==> config.mk <==
export PLATFORM = sky130hd
export DESIGN_NAME = team_06_pwm_audio_out
export DESIGN_NICKNAME = d
export VERILOG_FILES = /design/src/rtl/team_06_audio_pkg.sv /design/src/rtl/team_06_sample_fifo.sv /design/src/rtl/team_06_pwm_audio_out.sv
export SDC_FILE = /design/constraint.sdc
export NUM_CORES = 1
export LEC_CHECK = 0
export CAP_MARGIN = 10
export CORE_MARGIN = 4
export CORE_UTILIZATION = 25
export DETAILED_ROUTE_END_ITERATION = 16
export HOLD_SLACK_MARGIN = 0.05
export SYNTH_ARGS = -nofsm -noshare
export SYNTH_HDL_FRONTEND = slang
export SYNTH_SLANG_ARGS = --single-unit
==> constraint.sdc <==
create_clock -name clk -period 3 [get_ports clk]
set_input_delay 0.6 -clock clk [delete_from_list [all_inputs] [get_ports clk]]
set_output_delay 0.6 -clock clk [all_outputs]
set_load 0.05 [all_outputs]
==> src/rtl/team_06_audio_pkg.sv <==
// rtl/team_06_audio_pkg.sv - shared widths, midscale constant and FSM state type for the PWM audio output
package team_06_audio_pkg;

  localparam int SAMPLE_W = 8;
  localparam int PWM_W    = 8;
  localparam logic [SAMPLE_W-1:0] MIDSCALE = 8'd128;

  typedef enum logic {
    FILL = 1'b0,
    PLAY = 1'b1
  } pwm_state_t;

endpackage

==> src/rtl/team_06_sample_fifo.sv <==
// rtl/team_06_sample_fifo.sv - synchronous sample FIFO that drops pushes when full
//
// Ports:
//   clk, rst          clock, asynchronous active-high reset
//   push, push_data   write strobe and data
//   pop, pop_data     read strobe; pop_data shows the oldest entry (show-ahead)
//   full, empty       registered flags, reflect occupancy after this cycle's push/pop
//   count             current occupancy
//   dropped           combinational: a push this cycle is being discarded
module team_06_sample_fifo #(
  parameter int WIDTH = 8,
  parameter int DEPTH = 8
) (
  input  logic                       clk,
  input  logic                       rst,
  input  logic                       push,
  input  logic [WIDTH-1:0]           push_data,
  input  logic                       pop,
  output logic [WIDTH-1:0]           pop_data,
  output logic                       full,
  output logic                       empty,
  output logic [$clog2(DEPTH):0]     count,
  output logic                       dropped
);

  localparam int AW = $clog2(DEPTH);
  localparam logic [AW:0] FULL_CNT = (AW+1)'(DEPTH);

  logic [WIDTH-1:0] mem [DEPTH];
  logic [AW-1:0]    wr_ptr;
  logic [AW-1:0]    rd_ptr;
  logic             pop_ok;
  logic             push_ok;
  logic [AW:0]      count_next;

  // A pop only sees entries already stored, so a push into an empty FIFO
  // cannot be popped in the same cycle. A push while full is still accepted
  // when a pop frees a slot in that cycle.
  assign pop_ok  = pop && (count != '0);
  assign push_ok = push && ((count != FULL_CNT) || pop_ok);
  assign dropped = push && !push_ok;

  assign pop_data = mem[rd_ptr];

  always_comb begin
    count_next = count;
    if (push_ok && !pop_ok) begin
      count_next = count + 1'b1;
    end else if (!push_ok && pop_ok) begin
      count_next = count - 1'b1;
    end
  end

  always_ff @(posedge clk) begin
    if (push_ok) begin
      mem[wr_ptr] <= push_data;
    end
  end

  always_ff @(posedge clk or posedge rst) begin
    if (rst) begin
      wr_ptr <= '0;
      rd_ptr <= '0;
      count  <= '0;
      full   <= 1'b0;
      empty  <= 1'b1;
    end else begin
      if (push_ok) begin
        wr_ptr <= wr_ptr + 1'b1;
      end
      if (pop_ok) begin
        rd_ptr <= rd_ptr + 1'b1;
      end
      count <= count_next;
      full  <= (count_next == FULL_CNT);
      empty <= (count_next == '0);
    end
  end

endmodule

==> src/rtl/team_06_pwm_audio_out.sv <==
// rtl/team_06_pwm_audio_out.sv - buffers 8-bit audio samples and replays them as fixed-rate PWM
//
// Optional feature macro: TEAM_06_PWM_HOLD_ON_UNDERFLOW_EN
//   defined   - on underflow and during FILL the last played duty is held
//   undefined - on underflow and during FILL the duty is midscale (silence)
//
// Ports:
//   clk, rst        clock, asynchronous active-high reset
//   sample_in       unsigned sample, captured when sample_valid=1
//   sample_valid    single-cycle push strobe
//   pwm_out         registered PWM output (cnt < duty, one clk behind the compare)
//   fifo_full       FIFO holds DEPTH entries
//   fifo_empty      FIFO holds no entries
//   overflow        1-cycle pulse when a push is dropped
//   underflow       1-cycle pulse when PLAY finds the FIFO empty at a sample boundary
//   playing         1 while in PLAY
module team_06_pwm_audio_out
  import team_06_audio_pkg::*;
#(
  parameter int DEPTH  = 8,
  parameter int REPEAT = 4
) (
  input  logic                clk,
  input  logic                rst,
  input  logic [SAMPLE_W-1:0] sample_in,
  input  logic                sample_valid,
  output logic                pwm_out,
  output logic                fifo_full,
  output logic                fifo_empty,
  output logic                overflow,
  output logic                underflow,
  output logic                playing
);

  localparam int AW = $clog2(DEPTH);
  localparam int RW = (REPEAT > 1) ? $clog2(REPEAT) : 1;
  localparam logic [RW-1:0] REP_LAST = RW'(REPEAT - 1);
  localparam logic [AW:0]   HALF_CNT = (AW+1)'(DEPTH / 2);

  pwm_state_t          state;
  pwm_state_t          state_next;
  logic [PWM_W-1:0]    cnt;
  logic [RW-1:0]       rep;
  logic [PWM_W-1:0]    duty;
  logic [PWM_W-1:0]    duty_next;
  logic                frame_bnd;
  logic                sample_bnd;
  logic                pop;
  logic                underflow_next;
  logic                dropped;
  logic [SAMPLE_W-1:0] pop_data;
  logic [AW:0]         count;

  team_06_sample_fifo #(
    .WIDTH (SAMPLE_W),
    .DEPTH (DEPTH)
  ) u_fifo (
    .clk       (clk),
    .rst       (rst),
    .push      (sample_valid),
    .push_data (sample_in),
    .pop       (pop),
    .pop_data  (pop_data),
    .full      (fifo_full),
    .empty     (fifo_empty),
    .count     (count),
    .dropped   (dropped)
  );

  assign frame_bnd  = (cnt == '1);
  assign sample_bnd = frame_bnd && (rep == REP_LAST);
  assign playing    = (state == PLAY);

  always_ff @(posedge clk or posedge rst) begin
    if (rst) begin
      cnt <= '0;
      rep <= '0;
    end else begin
      cnt <= cnt + 1'b1;
      if (frame_bnd) begin
        rep <= (rep == REP_LAST) ? '0 : rep + 1'b1;
      end
    end
  end

  // The duty register only changes at a sample boundary (cnt=255), so the new
  // value governs the whole next frame starting at cnt=0.
  always_comb begin
    state_next     = state;
    duty_next      = duty;
    pop            = 1'b0;
    underflow_next = 1'b0;
    case (state)
      FILL: begin
`ifndef TEAM_06_PWM_HOLD_ON_UNDERFLOW_EN
        duty_next = MIDSCALE;
`endif
        if (sample_bnd && (count >= HALF_CNT)) begin
          state_next = PLAY;
          pop        = 1'b1;
          duty_next  = pop_data;
        end
      end
      PLAY: begin
        if (sample_bnd) begin
          if (!fifo_empty) begin
            pop       = 1'b1;
            duty_next = pop_data;
          end else begin
            underflow_next = 1'b1;
            state_next     = FILL;
`ifndef TEAM_06_PWM_HOLD_ON_UNDERFLOW_EN
            duty_next      = MIDSCALE;
`endif
          end
        end
      end
      default: begin
        state_next = FILL;
      end
    endcase
  end

  always_ff @(posedge clk or posedge rst) begin
    if (rst) begin
      state     <= FILL;
      duty      <= MIDSCALE;
      pwm_out   <= 1'b0;
      overflow  <= 1'b0;
      underflow <= 1'b0;
    end else begin
      state     <= state_next;
      duty      <= duty_next;
      pwm_out   <= (cnt < duty);
      overflow  <= dropped;
      underflow <= underflow_next;
    end
  end

endmodule
Word level (Yosys, flattened, before mapping)

Memories as Yosys holds them, arrays and structs flattened.
Cells that the tools add are included.

Register bits after elaboration: 34
RAM bits: 64
Bits of input ports: 11
Output and inout bits: 6
Logic and storage cells: 57
Memories: 1

Memory list:

| name       | depth | bits a word | rd ports | clocked after memory_dff | wr ports | line                      | RTL |
|---|---|---|---|---|---|---|---|
| u_fifo.mem | 8     | 8           | 1        | 0                        | 1        | team_06_sample_fifo.sv:29 | `logic [WIDTH-1:0] mem [DEPTH];` |

Add/subtract/negate cells: 6
$lt $le $gt $ge: 2
Equal/unequal tests: 5
Multiplexer cells: 18
Bitwise gates (word level): 1
Reduce and logical (&&, ||, !) cells: 12

Operators by type and width:

| kind                                                                                | number |
|---|---|
| 8-bit two-way mux                                                                   | 3 |
| 8-bit case mux with 2 select lines                                                  | 1 |
| 1-bit two-way mux                                                                   | 9 |
| 8-bit by 1-bit adder with 8-bit output, second input constant                       | 1 |
| 8-bit equality test, second input constant                                          | 1 |
| 8-bit less-than comparator                                                          | 1 |
| 4-bit two-way mux                                                                   | 2 |
| 1-bit logical AND                                                                   | 7 |
| 3-bit by 1-bit adder with 3-bit output, second input constant                       | 2 |
| 4-bit by 1-bit adder with 4-bit output, second input constant                       | 1 |
| 4-bit equality test, second input constant                                          | 1 |
| 4-bit by 3-bit greater-or-equal comparator with 1-bit output, second input constant | 1 |
| 4-bit zero test                                                                     | 1 |
| 4-bit != test, second input constant                                                | 1 |
| 1-bit case mux with 2 select lines                                                  | 2 |
| 4-bit nonzero test                                                                  | 1 |
| 4-bit by 1-bit subtractor with 4-bit output, second input constant                  | 1 |
| 2-bit by 1-bit adder with 2-bit output, second input constant                       | 1 |
| 2-bit equality test, second input constant                                          | 1 |
| 1-bit zero test                                                                     | 2 |
| 2-bit two-way mux                                                                   | 1 |
| 2-bit by 1-bit != test with 1-bit output, second input constant                     | 1 |
| 1-bit logical OR                                                                    | 1 |
| 1-bit inverter                                                                      | 1 |

Logic depth before layout (Yosys ltp)

Gate-level depths: netlist of run 1.

Depth in word-level cells: 13
Gate-level depth with buffers: 9
Depth with buffers taken out: 8

Hierarchy

From an unflattened synthesis of run 1, not the netlist that was laid out.

Cells, all modules: 284
Area, all modules: 4331.7 sq um

Modules (own cells, without submodules):

| module                | times used | cells each | area each (sq um) | sequential area each (sq um) |
|---|---|---|---|---|
| team_06_sample_fifo   | 1          | 179        | 3198.1            | 2223.4 |
| team_06_pwm_audio_out | 1          | 105        | 1133.6            | 551.8 |

Worst setup path before layout of run 1

No wires, ideal clock.

Path type: reg2reg
Start point: reg state, in the netlist playing
End point: mem u_fifo.mem[2][0] (enable)
Data arrival time: 2.324 ns
Path slack: 0.278 ns
Stages on the path, launching flop included: 6
Path buffers: 1
Period minus slack after synthesis: 2.722 ns
Cell sequence: dfrtp_1 -> nand2_1 -> a41oi_1 -> nand2b_1 -> buf_2 -> nor4b_1

Word-level cells in the longest chain between the ends: 7

Ends and longest elaborated chain:

| element                                     | line                         | RTL |
|---|---|---|
| start, declared                             | team_06_pwm_audio_out.sv:40  | `pwm_state_t state;` |
| start signal, assigned                      | team_06_pwm_audio_out.sv:132 | `state <= state_next;` |
| 1-bit inverter                              | -                            |  |
| 1-bit case mux with 2 select lines (*)      | team_06_pwm_audio_out.sv:93  | `case (state)` |
| 1-bit logical AND (*)                       | team_06_sample_fifo.sv:39    | `assign pop_ok = pop && (count != '0);` |
| 1-bit logical OR (*)                        | team_06_sample_fifo.sv:40    | `assign push_ok = push && ((count != FULL_CNT) \|\| pop_ok);` |
| 1-bit logical AND (*)                       | team_06_sample_fifo.sv:40    |  |
| 1-bit two-way mux (*)                       | team_06_sample_fifo.sv:55    | `if (push_ok) begin` |
| 1-bit two-way mux (implied by the code) (*) | team_06_sample_fifo.sv:56    | `mem[wr_ptr] <= push_data;` |
| end, declared                               | team_06_sample_fifo.sv:29    |  |

Every way passes the cells marked *; elsewhere a longest branch is shown, timed or not.

Worst setup path after layout of run 1

Start point: reg cnt[1]
End point: mem u_fifo.mem[2][0] (enable)

Word-level cells in the longest chain between the ends: 10
Elaborated cells on any way between the ends: 11

Ends and longest elaborated chain:

| element                                     | line                        | RTL |
|---|---|---|
| start, declared                             | team_06_pwm_audio_out.sv:42 | `logic [PWM_W-1:0] cnt;` |
| start signal, assigned                      | team_06_pwm_audio_out.sv:79 | `cnt <= cnt + 1'b1;` |
| 8-bit equality test (*)                     | team_06_pwm_audio_out.sv:70 | `assign frame_bnd = (cnt == '1);` |
| 1-bit logical AND (*)                       | team_06_pwm_audio_out.sv:71 | `assign sample_bnd = frame_bnd && (rep == REP_LAST);` |
| 1-bit logical AND                           | team_06_pwm_audio_out.sv:98 | `if (sample_bnd && (count >= HALF_CNT)) begin` |
| 1-bit two-way mux                           | team_06_pwm_audio_out.sv:98 |  |
| 1-bit case mux with 2 select lines (*)      | team_06_pwm_audio_out.sv:93 |  |
| 1-bit logical AND (*)                       | team_06_sample_fifo.sv:39   |  |
| 1-bit logical OR (*)                        | team_06_sample_fifo.sv:40   |  |
| 1-bit logical AND (*)                       | team_06_sample_fifo.sv:40   |  |
| 1-bit two-way mux (*)                       | team_06_sample_fifo.sv:55   |  |
| 1-bit two-way mux (implied by the code) (*) | team_06_sample_fifo.sv:56   |  |

Marked as above.

==> results.cfg, run 1 <==
[clock_network]
clk_path_buf_depth = 2
clock_latency_ns = 0.34
ctsHoldBuffers = 0
clock-root-buffer = clkbuf_16
htree_levels = 3
cts-resized-gates = 0
post-cts-setup-buffers = 0
clk_pin_slew_ns = 0.07
cts_tree = done
cts.sinks = 98
cts_buffers = 9

[floorplanning]
placementRows = 46
start_util_pct = 25.8
die_x_um = 137
coreArea_um2 = 16100
die_height_um = 137
ios = 17
fp.dieArea_um2 = 18800

[logic_synthesis]
synth_top_area_share_pct = 46.2
ys.flop_type = edfxtp_1
synth_fp_nets = 292
async_reset_ff_share_pct = 34.7
synth_cell_types = 44
synth_area_leaders = edfxtp_1, dfrtp_1, mux4_2
yosysSeqAreaShare_pct = 66.6
synth_enable_flop_cells = 64
ys_seq_elements = 98
syn_area_um2 = 4160
syn_area_per_cell_um2 = 15.5
ys_warn_count = 0
synth.largest_area_cell = edfxtp_1
synth_cells = 268

[drt]
drc_errors = 0
vias = 2225
via_per_inst = 4.30
antenna_left = 0
wl_per_cell_um = 13.9
drt-total-wl_um = 7180
first_iter_violations = 116
first_pass_iters = 4

[pwr]
internal_power_mw = 2.53
power_frac_comb_pct = 15.7
clkPwrFrac_pct = 33.6
powerDensity_nw_per_um2 = 697
sw_frac_of_total_pct = 26.8
total_power_mw = 3.45
p_sw_mw = 0.926
ir_drop_v = 0.000265
leakage_nw = 1.77
pwr-share-seq_pct = 50.8

[timing]
setup_violations = 0
fmax_mhz = 433
worst_slew_pin_slew_ns = 0.788
final.setup.tns_ns = 0
rsz0062_at_grt = no
period_share_pct = 77.1
maxSlewHeadroom_pct = 47.4
finalClockSkew_ns = 0.00758
hold_viol_final = 0
min_period_ns = 2.31
report.final.slew_viol_count = 0

[setup_path]
rr_worst_depth = 6
r2r_start = cnt[1]
cp.buffers_inverters = 1
cp_cell_sequence = ha_1 -> and4_4 -> a41oi_1 -> nand2b_1 -> nor4b_2 -> buf_4
slowest_stage = dfrtp_1
critPathKind = flop to flop
cp.arrival_ns = 2.36
critical_path_required_ns = 3.05
slowest_delay_ns = 0.40
reg2reg_setup_slack_ns = 0.69
regToRegEndpoint = u_fifo.mem[2][0]
start_kind = flop
crit_fanout = 8
end_kind = flop
crit_family = simple AND/OR/NAND/NOR gates

[global_route]
grt_max_degree = 35
grt_use_total_pct = 8.47
grt_pass1_vias = 2281
met1_usage_pct = 11.4
grt.busiest_layer = met2
grt_pass1_wl_um = 12100
met2_usage_pct = 12.8
grt_use_met3_pct = 3.13
antenna_found_initial = 0
overflow = 0

[min_path]
hold_depth = 2
whs_endpoint = duty[1]
min_path_type = flop to flop
hp-start = duty[1]

[finish]
area_delta_synth_final_pct = 19.0
diodes = 0
nNetsFinal = 320
drive_above_1_share_pct = 18.3

[placed_design]
finalWeightedCongestion = 0.742
io_buffers = 16
hpwl_um = 5130

[outcome]
status = finished clean

[job]
cap_violations = 0
layer usage:
layer	part of all wire [%]	wire [um]
met5	0	0
met2	46	3280
met3	4.3	310
met4	0.63	45
met1	49	3550
state kept, by name (all words and copies together), names as in the netlist:
name and flops:
duty 8, pwm_out 1, underflow 1, u_fifo.rd_ptr 3, u_fifo.full 1, rep 2
u_fifo.empty 1, playing 1, u_fifo.wr_ptr 3, u_fifo.mem 64, cnt 8, u_fifo.count 4
overflow 1
worst max-delay path by stage:
stage                       from                to  slack, ns  cells past startpoint
floorplan                playing  u_fifo.mem[2][0]       0.28                      5
global placement    sample_valid  u_fifo.mem[3][5]       0.44                      6
detailed placement  sample_valid  u_fifo.mem[3][5]       0.38                      6
CTS                       cnt[1]  u_fifo.mem[3][5]       0.65                      7
global route              cnt[1]  u_fifo.mem[3][7]       0.46                      7
finish                    cnt[1]  u_fifo.mem[2][0]       0.69                      6
power by group through the flow:
stage                     Clock, mW  Sequential, mW  Combinational (mW)
after floorplan                   0            1.78               0.345
after global routing           1.25            1.77               0.599
after global placement            0            1.77               0.532
after CTS                      1.19            1.76               0.549
after detailed placement          0            1.78               0.548
final                          1.16            1.75               0.541
synth_stat cells (4+ instances only):
cell type,count
mux2i_1,9
nand2_1,22
inv_1,13
ha_1,13
buf_2,4
dfrtp_1,32
a21oi_1,4
edfxtp_1,64
nor2_1,10
xnor2_1,8
nand3_1,5
o21ai_0,13
mux4_2,16
clkbuf_1,5
cell type report:
class,instances,area (um2)
timing repair buffer,28,250
tap,216,270
multi-input combinational,146,1310
clock inverter,6,75.1
sequential,98,2780
inverter,13,48.8
fill,1606,11200
clock buffer,10,229
worst min-delay path: cells and delay by family (launching register included):
family	cells	cell delay, ns
DFF	1	0.34
AOI/OAI and AO/OA	1	0.06
and+or+nand+nor	1	0.05
metrics by stage:
stage	std cells	setup WS (ns)	cell area, um2	hold WS (ns)	utilization [%]
final	517	0.688	4950	0.480	30.7
after global routing	517	0.465	4950	0.511	30.7
after CTS	517	0.650	4950	0.491	30.7
after detailed placement	501	0.381	4650	0.475	28.9
after global placement	501	0.435	4650	0.464	28.9
after floorplan	268	0.278	4160	0.445	-
kinds of logic (layout without fill, tap and decap cells):
kind of cell               count (synthesis)  after routing  synth area share (%)
and+or+nand+nor                           65             65                  8.17
buffers and inverters                     24             57                  2.28
AOI/OAI and AO/OA                         28             28                  4.69
xor gates and xnor gates                  11             11                  2.31
DFF                                       98             98                  66.6
adders and majority gates                 13             13                  3.91
muxes                                     29             29                  12.0
layout by cell type, fill, tap and decap left out, types with 4 or more instances in the layout:
cell type / Yosys / final
edfxtp_1: 64 / 64
dfrtp_1: 32 / 32
nand2_1: 22 / 22
mux4_2: 16 / 16
clkdlybuf4s50_1: 0 / 16
o21ai_0: 13 / 13
inv_1: 13 / 13
ha_1: 13 / 13
buf_4: 0 / 12
nor2_1: 10 / 10
mux2i_1: 9 / 9
clkbuf_16: 0 / 9
xnor2_1: 8 / 8
nand3_1: 5 / 5
a21oi_1: 4 / 4
No activity file was read; power rests on OpenSTA's default activity.
==> run 2: changes to the inputs <==
clock period = 2.15 ns   (was 3 ns; I/O delays follow)
==> run 2 against run 1 <==
Power increased by 41%; first-iteration DRC count decreased by 3.4%; worst hold slack about the same; sequential share of layout area decreased by 2.4 points; non-clock buffer count increased by 20; largest cell class unchanged; utilization increased by 1.4 points; clock skew increased by 0.00069 ns; global-route usage about the same; sequential cell count unchanged.
==> results.cfg, run 2 (same netlist as run 1, synthesis figures left out) <==
[timing]
min_period_ns = 2.04
finalClockSkew_ns = 0.00827
fmax_mhz = 491
setup_violations = 0
period_share_pct = 94.7
worst_slew_pin_slew_ns = 0.556
hold_viol_final = 0
holdWs_ns = 0.479
report.final.slew_viol_count = 0
maxSlewHeadroom_pct = 62.9
rsz0062_at_grt = yes

[floorplanning]
ios = 17
fp.dieArea_um2 = 18800
placementRows = 46
die_x_um = 137
start_util_pct = 25.8
die_height_um = 137
coreArea_um2 = 16100

[drt]
vias = 2337
drc_errors = 0
via_per_inst = 4.35
drt-total-wl_um = 7470
first_pass_iters = 4
antenna_left = 0
wl_per_cell_um = 13.9
first_iter_violations = 112

[setup_path]
r2r_start = cnt[1]
end_kind = flop
regToRegEndpoint = u_fifo.mem[2][0]
cp-startpoint = cnt[1]
crit_fanout = 8
start_kind = flop
critical_path_required_ns = 2.20
cp.arrival_ns = 2.09
reg2reg_setup_slack_ns = 0.11
rr_worst_depth = 7
critPathKind = flop to flop
crit_end = u_fifo.mem[2][0]

[finish]
seq_area_um2 = 2780
stdcell_count = 537
area_delta_synth_final_pct = 24.3
final_util_pct = 32.1
diodes = 0
top_regs = u_fifo.mem (64), cnt (8), duty (8)
final_cell_mix = edfxtp_1, dfrtp_1, buf_4
final_common_cell = edfxtp_1
fillers = 1600
largest_register_ffs = 64
nNetsFinal = 340
multi_input_area_um2 = 1360
drive_above_1_share_pct = 26.5
top_register = u_fifo.mem

[pwr]
clkPwrFrac_pct = 31.4
powerDensity_nw_per_um2 = 942
pwr-share-seq_pct = 50.2
power_frac_comb_pct = 18.5
p_sw_mw = 1.37
ir_drop_v = 0.000495
internal_power_mw = 3.51
leakage_nw = 1.89
sw_frac_of_total_pct = 28.0
total_power_mw = 4.88

[min_path]
min_path_type = flop to flop
hp-start = duty[1]

[job]
cap_violations = 0

[clock_network]
clock-root-buffer = clkbuf_16
clk_path_buf_depth = 2
ctsHoldBuffers = 0
cts.sinks = 98
clk_pin_slew_ns = 0.07
htree_levels = 3
cts_buffers = 9
clock_latency_ns = 0.34
cts_tree = done

[placed_design]
io_buffers = 16
dp_cells = 520
hpwl_um = 5440
finalWeightedCongestion = 0.769

[global_route]
grt_use_total_pct = 8.46
grt_pass1_vias = 2369
grt_max_degree = 35
grt_pass1_wl_um = 12200
antenna_found_initial = 0
overflow = 0

[outcome]
status = finished clean
==> run 2: cell types whose count changed in the layout (fill, tap and decap cells not counted), moves of 2 or more <==
| cell | previous run | this run |
|---|---|---|
| clkinv_4 | 2 | 0 |
| nor4_1 | 2 | 0 |
| nor3_1 | 3 | 1 |
| inv_6 | 1 | 3 |
| buf_6 | 0 | 4 |
| nor3_2 | 0 | 2 |
| nor3b_1 | 3 | 1 |
| nor3b_2 | 0 | 2 |
| nor4_2 | 0 | 2 |
| buf_4 | 12 | 27 |
| buf_12 | 0 | 2 |
==> run 2: power groups by stage <==
stage | Clock (mW) | Sequential [mW] | Combinational (mW)
after floorplan | 0 | 2.50 | 0.518
after global placement | 0 | 2.48 | 0.853
after detailed placement | 0 | 2.49 | 0.875
after CTS | 1.58 | 2.45 | 0.880
after global routing | 1.66 | 2.48 | 0.994
final | 1.53 | 2.45 | 0.900
==> run 2: metrics by stage <==
step           cell area [um2]  setup TNS [ns]  setup WS (ns)
2_1_floorplan             4210           -1.28         -0.116
3_3_place_gp              4850          -0.367        -0.0380
3_5_place_dp              4850           -1.44        -0.0865
6_report                  5180               0          0.115
4_1_cts                   5140               0         0.0438
5_1_grt                   5180          -0.117        -0.0497
==> run 2: how the worst min path moves through the flow <==
stage                          to  slack, ns  depth (start not counted)
after detailed placement  duty[1]       0.47                          2
after CTS                 duty[1]       0.49                          2
final                     duty[1]       0.48                          2
after global placement    duty[1]       0.47                          2
after floorplan           duty[0]       0.44                          2
after global routing      duty[1]       0.50                          2
==> run 2: final cells by class <==
cell class / instances / share of cell area [%]
Sequential cell: 98 / 53.6
Multi-Input combinational cell: 146 / 26.2
Timing Repair Buffer: 48 / 8.46
Tap cell: 216 / 5.22
Clock buffer: 10 / 4.42
Clock inverter: 6 / 1.09
Inverter: 13 / 0.943
==> run 2: repair_timing <==
item | CTS | global route
hold endpoints to repair | 0 | 0
gates resized for setup | 1 | 6
pin swaps | 1 | 2
endpoints found under the setup margin | 8 | 36
setup buffers | 0 | 1
==> run 2: routing by layer <==
layer  up-vias  routed length [um]  global-route usage, %
met3         7                 312                   3.01
met5         -                   0                      0
met1      1190                3660                   11.4
met2        42                3430                   13.0
li1       1098                   -                      -
met4         0                  69                   2.27
==> run 2: critical path, stage by stage, from the launching register on <==
cell,delay (ns)
dfrtp_1,0.36
ha_1,0.17
and4_4,0.22
a41oi_2,0.17
nand2b_1,0.23
buf_12,0.16
nor4b_4,0.25
buf_6,0.18
==> run 3: changes to the inputs <==
CORE_MARGIN = 5   (was 4)
==> run 3 against run 2 <==
Via count shrank 2.3%; first-iteration DRC count grew 16%; non-clock buffer count is 5 lower; routed wire length increased by 0.66%; power up 0.70%; sequential cell count is the same; setup slack got worse by 0.0091 ns; utilization shrank 0.89 points; die area up 2.9%; count of clock-buffer cells in the layout is the same; critical endpoint is now u_fifo.full; largest power group unchanged.
==> results.cfg, run 3 (same netlist as run 1, synthesis figures left out) <==
[clock_network]
clock-root-buffer = clkbuf_16
clock_latency_ns = 0.34
clk_pin_slew_ns = 0.07
cts_tree = done
cts_buffers = 9
cts.sinks = 98
clk_path_buf_depth = 2
htree_levels = 3

[setup_path]
end_kind = flop
cp.arrival_ns = 2.32
crit_top_cell = mux2i_1
critPathKind = flop to flop
critical_path_required_ns = 2.43
start_kind = flop
slowest_delay_ns = 0.39
cp.buffers_inverters = 1
slowest_stage = dfrtp_1
crit_fanout = 12
cp_cell_sequence = ha_1 -> and4_2 -> o2111ai_4 -> buf_4 -> mux2i_1 -> mux2i_1 -> nor2b_2
crit_family = multiplexers

[drt]
wl_met3_um = 357
drt-total-wl_um = 7520
drc_errors = 0
wl_per_cell_um = 14.0
highest_layer = met4
via_per_inst = 4.26
route.layer.met1.wl_um = 3500
antenna_left = 0
wl_met2_um = 3610
vias = 2283
first_pass_iters = 4
first_iter_violations = 130

[finish]
final_common_cell = edfxtp_1
top_regs = u_fifo.mem (64), cnt (8), duty (8)
diodes = 0
fillers = 1662
largest_register_ffs = 64
area_delta_synth_final_pct = 23.5
drive_above_1_share_pct = 25.9
seq_area_um2 = 2780
final_cell_mix = edfxtp_1, dfrtp_1, buf_4
final_util_pct = 31.2
nNetsFinal = 335
multi_input_area_um2 = 1370
top_register = u_fifo.mem

[min_path]
min_path_type = flop to flop

[timing]
hold_viol_final = 0
period_share_pct = 95.1
rsz0062_at_grt = no
report.final.slew_viol_count = 0
setup_violations = 0
maxSlewHeadroom_pct = 46.3
worst_slew_pin_slew_ns = 0.806
fmax_mhz = 489
finalClockSkew_ns = 0.00839
final.setup.tns_ns = 0
min_period_ns = 2.04

[outcome]
status = finished clean

[global_route]
overflow = 0
grt_pass1_vias = 2354
antenna_found_initial = 0
grt_max_degree = 35
grt_use_total_pct = 8.34
grt_pass1_wl_um = 12400

[pwr]
leakage_nw = 1.85
total_power_mw = 4.91
ir_drop_v = 0.000448
powerDensity_nw_per_um2 = 955

[job]
cap_violations = 0

[floorplanning]
ios = 17
die_height_um = 139
coreArea_um2 = 16500
fp.dieArea_um2 = 19300
die_x_um = 139
start_util_pct = 25.3
placementRows = 47

[placed_design]
io_buffers = 16
finalWeightedCongestion = 0.751
hpwl_um = 5330
==> run 3: cell types whose count changed in the layout (fill, tap and decap cells not counted), sizes merged <==
cell / previous run / this run
clkinv: 0 / 1
bufinv: 0 / 1
buf: 33 / 28
clkinvlp: 1 / 3
inv: 18 / 14
==> run 3: worst paths after layout <==
check	from	endpoint	slack, ns	cells after the start
setup / recovery	rep[0]	u_fifo.full	0.11	7
setup reg to reg	rep[0]	u_fifo.full	0.11	7
hold / removal	duty[2]	duty[2]	0.48	2
min in group asynchronous	rst	u_fifo.count[2]	0.49	3
hold reg to reg	duty[2]	duty[2]	0.48	2
max in group asynchronous	rst	duty[7]	1.32	3
==> run 3: repair_timing <==
item	CTS	global route
resized for setup	0	7
setup buffers	0	0
hold buffers	0	0
setup endpoints to repair	0	67
==> run 3: worst min-delay path, stage by stage (launching register included) <==
cell	delay, ns
dfrtp_1	0.34
nand2_1	0.05
o21ai_0	0.06
==> run 3: layer usage <==
metal / up-vias / track usage, %
met4: 0 / 2.32
met3: 7 / 3.07
li1: 1093 / -
met2: 37 / 13.2
met1: 1146 / 10.8
met5: - / 0
==> run 3: layout make-up <==
type	instances	share of cell area, %
Timing Repair Buffer	43	7.25
Clock buffer	10	4.45
Tap cell	220	5.35
Inverter	13	0.949
Multi-Input combinational cell	146	26.7
Sequential cell	98	54.0
Clock inverter	6	1.29
==> run 3: power by group <==
group          switching [mW]  internal [mW]  total [mW]
combinational           0.488          0.401       0.890
clock                   0.660          0.903        1.56
sequential              0.172           2.29        2.46
==> run 3: through the flow <==
stage	hold slack (ns)	instances	cell area (um2)	setup WS (ns)
after floorplan	0.445	268	4210	-0.116
after global placement	0.465	520	4810	-0.0173
final	0.476	536	5140	0.106
after detailed placement	0.472	520	4810	-0.0132
after global routing	0.502	536	5140	0.00544
after CTS	0.487	536	5110	0.0275
